--- src/rtl/fetch_pkg.sv ---
// Shared types and constants for the LEGv8 instruction-fetch stage.
package fetch_pkg;
  localparam int INSTR_W = 32;
  localparam int PC_W = 64;
  localparam logic [INSTR_W-1:0] BUBBLE_INSTR = 32'h0;
  localparam logic [PC_W-1:0] DEF_RESET_PC = 64'h0;
  localparam logic [PC_W-1:0] DEF_EXC_VECTOR = 64'hD8;

  typedef enum logic [1:0] {SEL_SEQ, SEL_HOLD, SEL_BRANCH, SEL_EXC} next_pc_sel_e;

  typedef struct packed {
    logic [PC_W-1:0]    pc;
    logic [INSTR_W-1:0] instr;
    logic               valid;
  } if_id_t;
endpackage

--- src/rtl/fetch_stage_if_id_reg.sv ---
// IF/ID pipeline register: async reset, synchronous clear (flush) beats enable.
module if_id_reg
  import fetch_pkg::*;
(
  input  logic   clk,
  input  logic   reset,
  input  logic   en,
  input  logic   clr,
  input  if_id_t d,
  output if_id_t q
);

  always_ff @(posedge clk or posedge reset) begin
    if (reset) begin
      q <= '{pc: '0, instr: BUBBLE_INSTR, valid: 1'b0};
    end else if (clr) begin
      q <= '{pc: '0, instr: BUBBLE_INSTR, valid: 1'b0};
    end else if (en) begin
      q <= d;
    end
  end

endmodule

--- src/rtl/fetch_stage.sv ---
// LEGv8 fetch stage: PC register, next-PC selection, ROM addressing and IF/ID capture.
module fetch_stage
  import fetch_pkg::*;
#(
  parameter int              N          = 64,
  parameter int              IMEM_AW    = 7,
  parameter logic [N-1:0]    RESET_PC   = DEF_RESET_PC[N-1:0],
  parameter logic [N-1:0]    EXC_VECTOR = DEF_EXC_VECTOR[N-1:0],
  parameter int              CNT_W      = 32
) (
  input  logic               clk,
  input  logic               reset,
  input  logic               stall_i,
  input  logic               branch_taken_i,
  input  logic [N-1:0]       branch_target_i,
  input  logic               exc_i,
  output logic [IMEM_AW-1:0] imem_addr_o,
  input  logic [INSTR_W-1:0] imem_q_i,
  output logic [N-1:0]       pc_o,
  output logic [N-1:0]       if_id_pc_o,
  output logic [INSTR_W-1:0] if_id_instr_o,
  output logic               if_id_valid_o,
  output logic [CNT_W-1:0]   fetch_count_o
);

  next_pc_sel_e sel;
  logic [N-1:0] pc_p0;
  logic [N-1:0] branch_pc;
  logic [CNT_W-1:0] count;
  logic flush;
  if_id_t if_id_d;
  if_id_t if_id_q;

  // Exception outranks branch, and any redirect outranks stall.
  always_comb begin
    sel = SEL_SEQ;
    if (exc_i)               sel = SEL_EXC;
    else if (branch_taken_i) sel = SEL_BRANCH;
    else if (stall_i)        sel = SEL_HOLD;
  end

  // Word-align the target by masking; misaligned targets are not a fault.
  assign branch_pc = branch_target_i & ~N'(3);
  assign flush     = exc_i | branch_taken_i;

  // Stage p0: fetch PC
  always_ff @(posedge clk or posedge reset) begin
    if (reset) begin
      pc_p0 <= RESET_PC;
    end else begin
      unique case (sel)
        SEL_EXC:    pc_p0 <= EXC_VECTOR;
        SEL_BRANCH: pc_p0 <= branch_pc;
        SEL_HOLD:   pc_p0 <= pc_p0;
        default:    pc_p0 <= pc_p0 + N'(4);
      endcase
    end
  end

  always_ff @(posedge clk or posedge reset) begin
    if (reset) begin
      count <= '0;
    end else if (sel == SEL_SEQ) begin
      count <= count + CNT_W'(1);
    end
  end

  assign if_id_d = '{pc: PC_W'(pc_p0), instr: imem_q_i, valid: 1'b1};

  // Stage p1: IF/ID register
  if_id_reg u_if_id (
    .clk   (clk),
    .reset (reset),
    .en    (~stall_i | flush),
    .clr   (flush),
    .d     (if_id_d),
    .q     (if_id_q)
  );

  assign pc_o          = pc_p0;
  assign imem_addr_o   = pc_p0[IMEM_AW+1:2];
  assign if_id_pc_o    = if_id_q.pc[N-1:0];
  assign if_id_instr_o = if_id_q.instr;
  assign if_id_valid_o = if_id_q.valid;
  assign fetch_count_o = count;

endmodule

--- config.mk ---
export PLATFORM = sky130hd
export DESIGN_NAME = fetch_stage
export DESIGN_NICKNAME = d
export VERILOG_FILES = /design/src/rtl/fetch_pkg.sv /design/src/rtl/fetch_stage_if_id_reg.sv /design/src/rtl/fetch_stage.sv
export SDC_FILE = /design/constraint.sdc
export NUM_CORES = 1
export LEC_CHECK = 0
export CAP_MARGIN = 10
export CORE_ASPECT_RATIO = 1.25
export CORE_UTILIZATION = 50
export DETAILED_ROUTE_END_ITERATION = 10
export PLACE_DENSITY = 0.85
export SYNTH_ARGS = -nofsm -noshare
export SYNTH_HDL_FRONTEND = slang
export SYNTH_HIERARCHICAL = 1
export SYNTH_SLANG_ARGS = --single-unit
export TNS_END_PERCENT = 30
--- constraint.sdc ---
create_clock -name clk -period 4.9 [get_ports clk]
set_input_delay 0.98 -clock clk [delete_from_list [all_inputs] [get_ports clk]]
set_output_delay 0.98 -clock clk [all_outputs]
set_load 0.005 [all_outputs]
Word-level counts from Yosys, hierarchy flattened:

Index checks and enable logic that the tools add are counted.

* input port bits: 101
* bits in registers: 193

* eq/ne operators: 3
* bitwise operators: 3
* multiplexer cells: 6
* reductions and logical operators: 2
* $add $sub $neg: 2

Operators with widths (count)
* 2-to-1 mux 97 bit: 2
* case mux 64 bit (3 select lines): 1
* adder 64 x 3 -> 64 bit (second input constant): 1
* adder 32 x 1 -> 32 bit (second input constant): 1
* == test 2 bit (second input constant): 2
* 2-to-1 mux 2 bit: 2
* == test 2 x 1 -> 1 bit (second input constant): 1
* logical NOT 2 bit: 1
* OR 1 bit: 2
* nonzero test 2 bit: 1
* 2-to-1 mux 1 bit: 1
* NOT 1 bit: 1

Logic depth before layout (Yosys ltp):

* depth after elaboration: 5
* mapped depth: 8

Cells and area by module:

The synthesis kept the hierarchy.

Modules (own cells, without submodules)
* fetch_stage: area an instance 5864.4 µm², times used 1, seq. area each 2352.3 µm², cells each 663
* if_id_reg: area an instance 3925.0 µm², times used 1, seq. area each 2427.3 µm², cells each 314

Worst setup path after synthesis:

No wires, ideal clock.

* path kind: input-to-reg
* from: input port stall_i
* to: register pc_p0[41], in the netlist pc_o[41]
* cell stages on the path: 6
* setup slack: 2.164 ns
* required time: 4.801 ns
* data arrival time: 2.637 ns
* buffers on the path: 1
* library setup time: 0.099 ns
* cell sequence: clkbuf_1 nand3b_1 nor4_4 nand3_2 or4_1 a311oi_1

* cells in the longest elaborated chain, start to end: 5
* elaborated cells on any way between the ends: 7
* classes of those cells: eq/ne: 3; mux: 4

Ends and longest elaborated chain
* start, declared: line fetch_stage.sv:13 `input logic stall_i,`
* 2-to-1 mux 1 bit *: line fetch_stage.sv:39 `else if (stall_i) sel = SEL_HOLD;`
* 2-to-1 mux 2 bit *: line fetch_stage.sv:38 `else if (branch_taken_i) sel = SEL_BRANCH;`
* 2-to-1 mux 2 bit *: line fetch_stage.sv:37 `if (exc_i) sel = SEL_EXC;`
* == test 2 x 1 -> 1 bit or == test 2 bit (tied branches): line fetch_stage.sv:51 `unique case (sel)`
* case mux 64 bit (3 select lines): line fetch_stage.sv:51
* end signal, assigned: line fetch_stage.sv:53 `SEL_BRANCH: pc_p0 <= branch_pc;`
* end signal, assigned: line fetch_stage.sv:54 `SEL_HOLD: pc_p0 <= pc_p0;`
* end signal, assigned: line fetch_stage.sv:55 `default: pc_p0 <= pc_p0 + N'(4);`
* end, declared: line fetch_stage.sv:27 `logic [N-1:0] pc_p0;`

Mark *: on every way between the ends. The rest lies on a longest branch, timed or not.
A chain may end at the register's enable or synchronous reset.

Final worst setup path:

* from: input port branch_taken_i
* to: register pc_p0[48], in the netlist pc_o[48]

* cells in the longest elaborated chain, start to end: 4
* elaborated cells on any way between the ends: 6
* classes of those cells: eq/ne: 3; mux: 3

Ends and longest elaborated chain
* start, declared: line fetch_stage.sv:14 `input logic branch_taken_i,`
* 2-to-1 mux 2 bit *: line fetch_stage.sv:38
* 2-to-1 mux 2 bit *: line fetch_stage.sv:37
* == test 2 x 1 -> 1 bit or == test 2 bit (tied branches): line fetch_stage.sv:51
* case mux 64 bit (3 select lines): line fetch_stage.sv:51

Marks and branches as above.

==> flow_metrics.py <==
metrics = {
    "detailed_routing": {
        "dr_total_vias": 8863,
        "drt_pass1_iterations": 9,
        "routedWlPerCell_um": 20.06,
        "drt_iter0_markers": 771,
        "vias_per_cell": 5.831,
        "antenna_left": 0,
        "drc": 0,
        "wirelength_um": 30490,
    },
    "yosys": {
        "synth.most_common_cell": "dfrtp_1",
        "yosysUniqueCellTypes": 68,
        "synth_top_cell_by_area": "dfrtp_1",
        "netlist_top_cells_area": "dfrtp_1 49%, mux2i_1 11%, nor2_1 5.7%, xnor2_1 3.7%, nand2_1 3.0%",
        "synth_top_cells_by_count": "191 x dfrtp_1, 149 x nor2_1, 105 x mux2i_1",
        "ys_async_sr_fraction_pct": 100.0,
        "synth_enable_flop_cells": 0,
        "ys.flop_type": "dfrtp_1",
        "synthCells": 977,
        "ys_ff_latch": 191,
        "yosysTopAreaCellShare_pct": 48.82,
        "yosysSeqAreaShare_pct": 48.82,
        "syn_area_um2": 9789,
        "ys_warn_count": 6,
        "synth_area_per_cell_um2": 10.02,
    },
    "global_routing": {
        "grt_max_degree": 69,
        "first_global_vias": 9032,
        "antenna_found_initial": 2,
        "grt_first_pass_wirelength_um": 47900,
        "grt_use_total_pct": 31.15,
        "grt.overflow.total": 0,
    },
    "place": {
        "post-place-cells": 1485,
        "place.gp.congestion": 0.9147,
        "hpwlAfterDp_um": 21670,
        "port_buffers": 296,
        "dpl_cell_area_um2": 12810,
    },
    "setup_path": {
        "cpPeakStageDelay_ns": 0.85,
        "crit_chain": "clkdlybuf4s50_1, buf_4, inv_2, nor2_1, a2111oi_0",
        "r2r_slack_ns": 1.99,
        "cp.arrival_ns": 3.44,
        "reg2reg_depth": 5,
        "worstSetupPathType": "in2reg",
        "cp_max_fo": 67,
        "reg2reg_from": "pc_o[39]",
        "startpoint_type": "primary input",
        "critical_path.endpoint_type": "flop",
        "cp_top_family": "buffers and inverters",
        "worst-path-buf-inv": 3,
        "cp_slowest_cell": "inv_2",
        "timing.rr.end": "pc_o[50]",
        "cp.required_ns": 5.21,
    },
    "power_and_ir_drop": {
        "p_per_area_nw_per_um2": 284.1,
        "p_int_mw": 2.788,
        "clockPowerShare_pct": 39.8,
        "sw_frac_of_total_pct": 27.16,
        "ir_worst_vdd_mv": 0.2282,
        "p_sw_mw": 1.039,
        "power_leakage_nw": 5.969,
        "p_comb_share_pct": 13.9,
        "seqPwrFrac_pct": 46.3,
    },
    "clock_network": {
        "cts_tree": "built",
        "post_cts_buffers": 0,
        "clk_latency_ns": 0.44,
        "path_clk_slew_ns": 0.08,
        "clock_path_buffers": 2,
        "root_buffer": "clkbuf_16",
        "clock-sinks": 191,
        "postCtsHoldBufs": 0,
        "numCtsBuffers": 17,
        "htree_levels": 4,
        "cts_resized": 0,
    },
    "sta": {
        "skew_ns": 0.009602,
        "maxSlewViolCount": 0,
        "rsz0062_at_grt": "false",
        "fin_crit_ns": 3.136,
        "finalCritPeriodShare_pct": 64.01,
        "finalHoldViolCount": 0,
        "setup_violations": 0,
        "setup_tns_ns": 0,
        "fmax_ghz": 0.3188,
        "max_slew_margin_pct": 22.79,
        "worst_pin_slew_ns": 1.158,
    },
    "final_layout": {
        "area_growth_syn_to_layout_pct": 37.59,
        "layout.cells.non_filler": 1520,
        "nNetsFinal": 1346,
        "final_util_pct": 70.93,
        "drive_gt1_share_pct": 5.334,
        "post-route-cell-area_um2": 13470,
    },
    "hold_path": {
        "hp-start": "fetch_count_o[31]",
        "holdCritPathClass": "reg2reg",
        "hold_end": "fetch_count_o[31]",
        "min_path_cells": 1,
    },
    "flow_run": {
        "max-cap-violations": 0,
    },
    "floorplan": {
        "num_rows": 56,
        "die_area_um2": 20150,
        "initial_core_util_pct": 51.56,
        "pin_count": 301,
        "die_x_um": 127.2,
        "die_h_um": 158.4,
        "core_um2": 18990,
    },
    "run_status": {
        "outcome": "complete, no violations",
    },
}
-- logic make-up (layout without fill, tap and decap cells) --
logic type / Yosys count / count (layout) / share of synthesized area (%)
and+or+nand+nor: 442 / 442 / 23.48
xor gates and xnor gates: 59 / 59 / 5.279
other: 2 / 8 / 0.07672
buffers and inverters: 82 / 358 / 4.652
adders and majority gates: 2 / 2 / 0.2556
DFF: 191 / 191 / 48.82
muxes: 105 / 105 / 10.74
AOI/OAI and AO/OA: 94 / 94 / 6.697
-- routing by layer --
metal / global-route usage (%) / wire length, um
met4: 15.42 / 1231
met5: 0 / 0
met3: 8.804 / 2669
met1: 35.70 / 11240
met2: 53.58 / 15350
-- how the worst max path moves through the flow --
stage	end	cells past startpoint	from	slack (ns)
final	pc_o[48]	5	branch_taken_i	1.76
after global routing	pc_o[38]	5	branch_taken_i	1.44
after CTS	pc_o[48]	5	branch_taken_i	1.73
after detailed placement	pc_o[48]	5	branch_taken_i	1.27
after global placement	pc_o[48]	5	branch_taken_i	1.27
after floorplan	u_if_id/q[0]	1	reset	1.39
-- through the flow --
stage	hold WS, ns	power (mW)	worst slack, ns
5_1_grt	0.5011	3.967	1.440
3_3_place_gp	0.4613	2.314	1.272
3_5_place_dp	0.4707	2.329	1.271
2_1_floorplan	0.4682	2.011	1.386
4_1_cts	0.4804	3.849	1.728
6_report	0.4809	3.827	1.764
-- power by group through the flow --
stage / registers [mW] / clock network (mW) / logic (mW)
floorplan: 1.77 / 0 / 0.243
global placement: 1.79 / 0 / 0.520
detailed placement: 1.80 / 0 / 0.530
CTS: 1.77 / 1.55 / 0.534
global route: 1.79 / 1.60 / 0.580
finish: 1.77 / 1.52 / 0.532
-- state kept, by name (all words and copies together) (netlist names) --
name / flops
u_if_id/q: 97
pc_o: 62
fetch_count_o: 32
-- final cells by class --
class | count | area (um2)
flip-flops and latches | 191 | 4780
clock buffers | 17 | 425.4
well taps | 261 | 326.6
diodes | 3 | 7.507
fillers | 1384 | 5519
multi-input cells | 707 | 4568
clock inverters | 15 | 224.0
inverters | 17 | 70.07
repair buffers | 309 | 3068
-- cells in the final DEF (no fill, tap or decap), types with 15 or more instances in the layout --
cell type,n
clkdlybuf4s50_1,295
clkbuf_16,17
nor3_1,21
nand3_1,36
or3_1,15
o21ai_0,17
nand4_1,43
mux2i_1,105
nand2_1,78
dfrtp_1,191
nor2_1,149
xor2_1,18
xnor2_1,41
a21oi_1,17
nor4_1,21
Power figures use the tool's default switching activity.
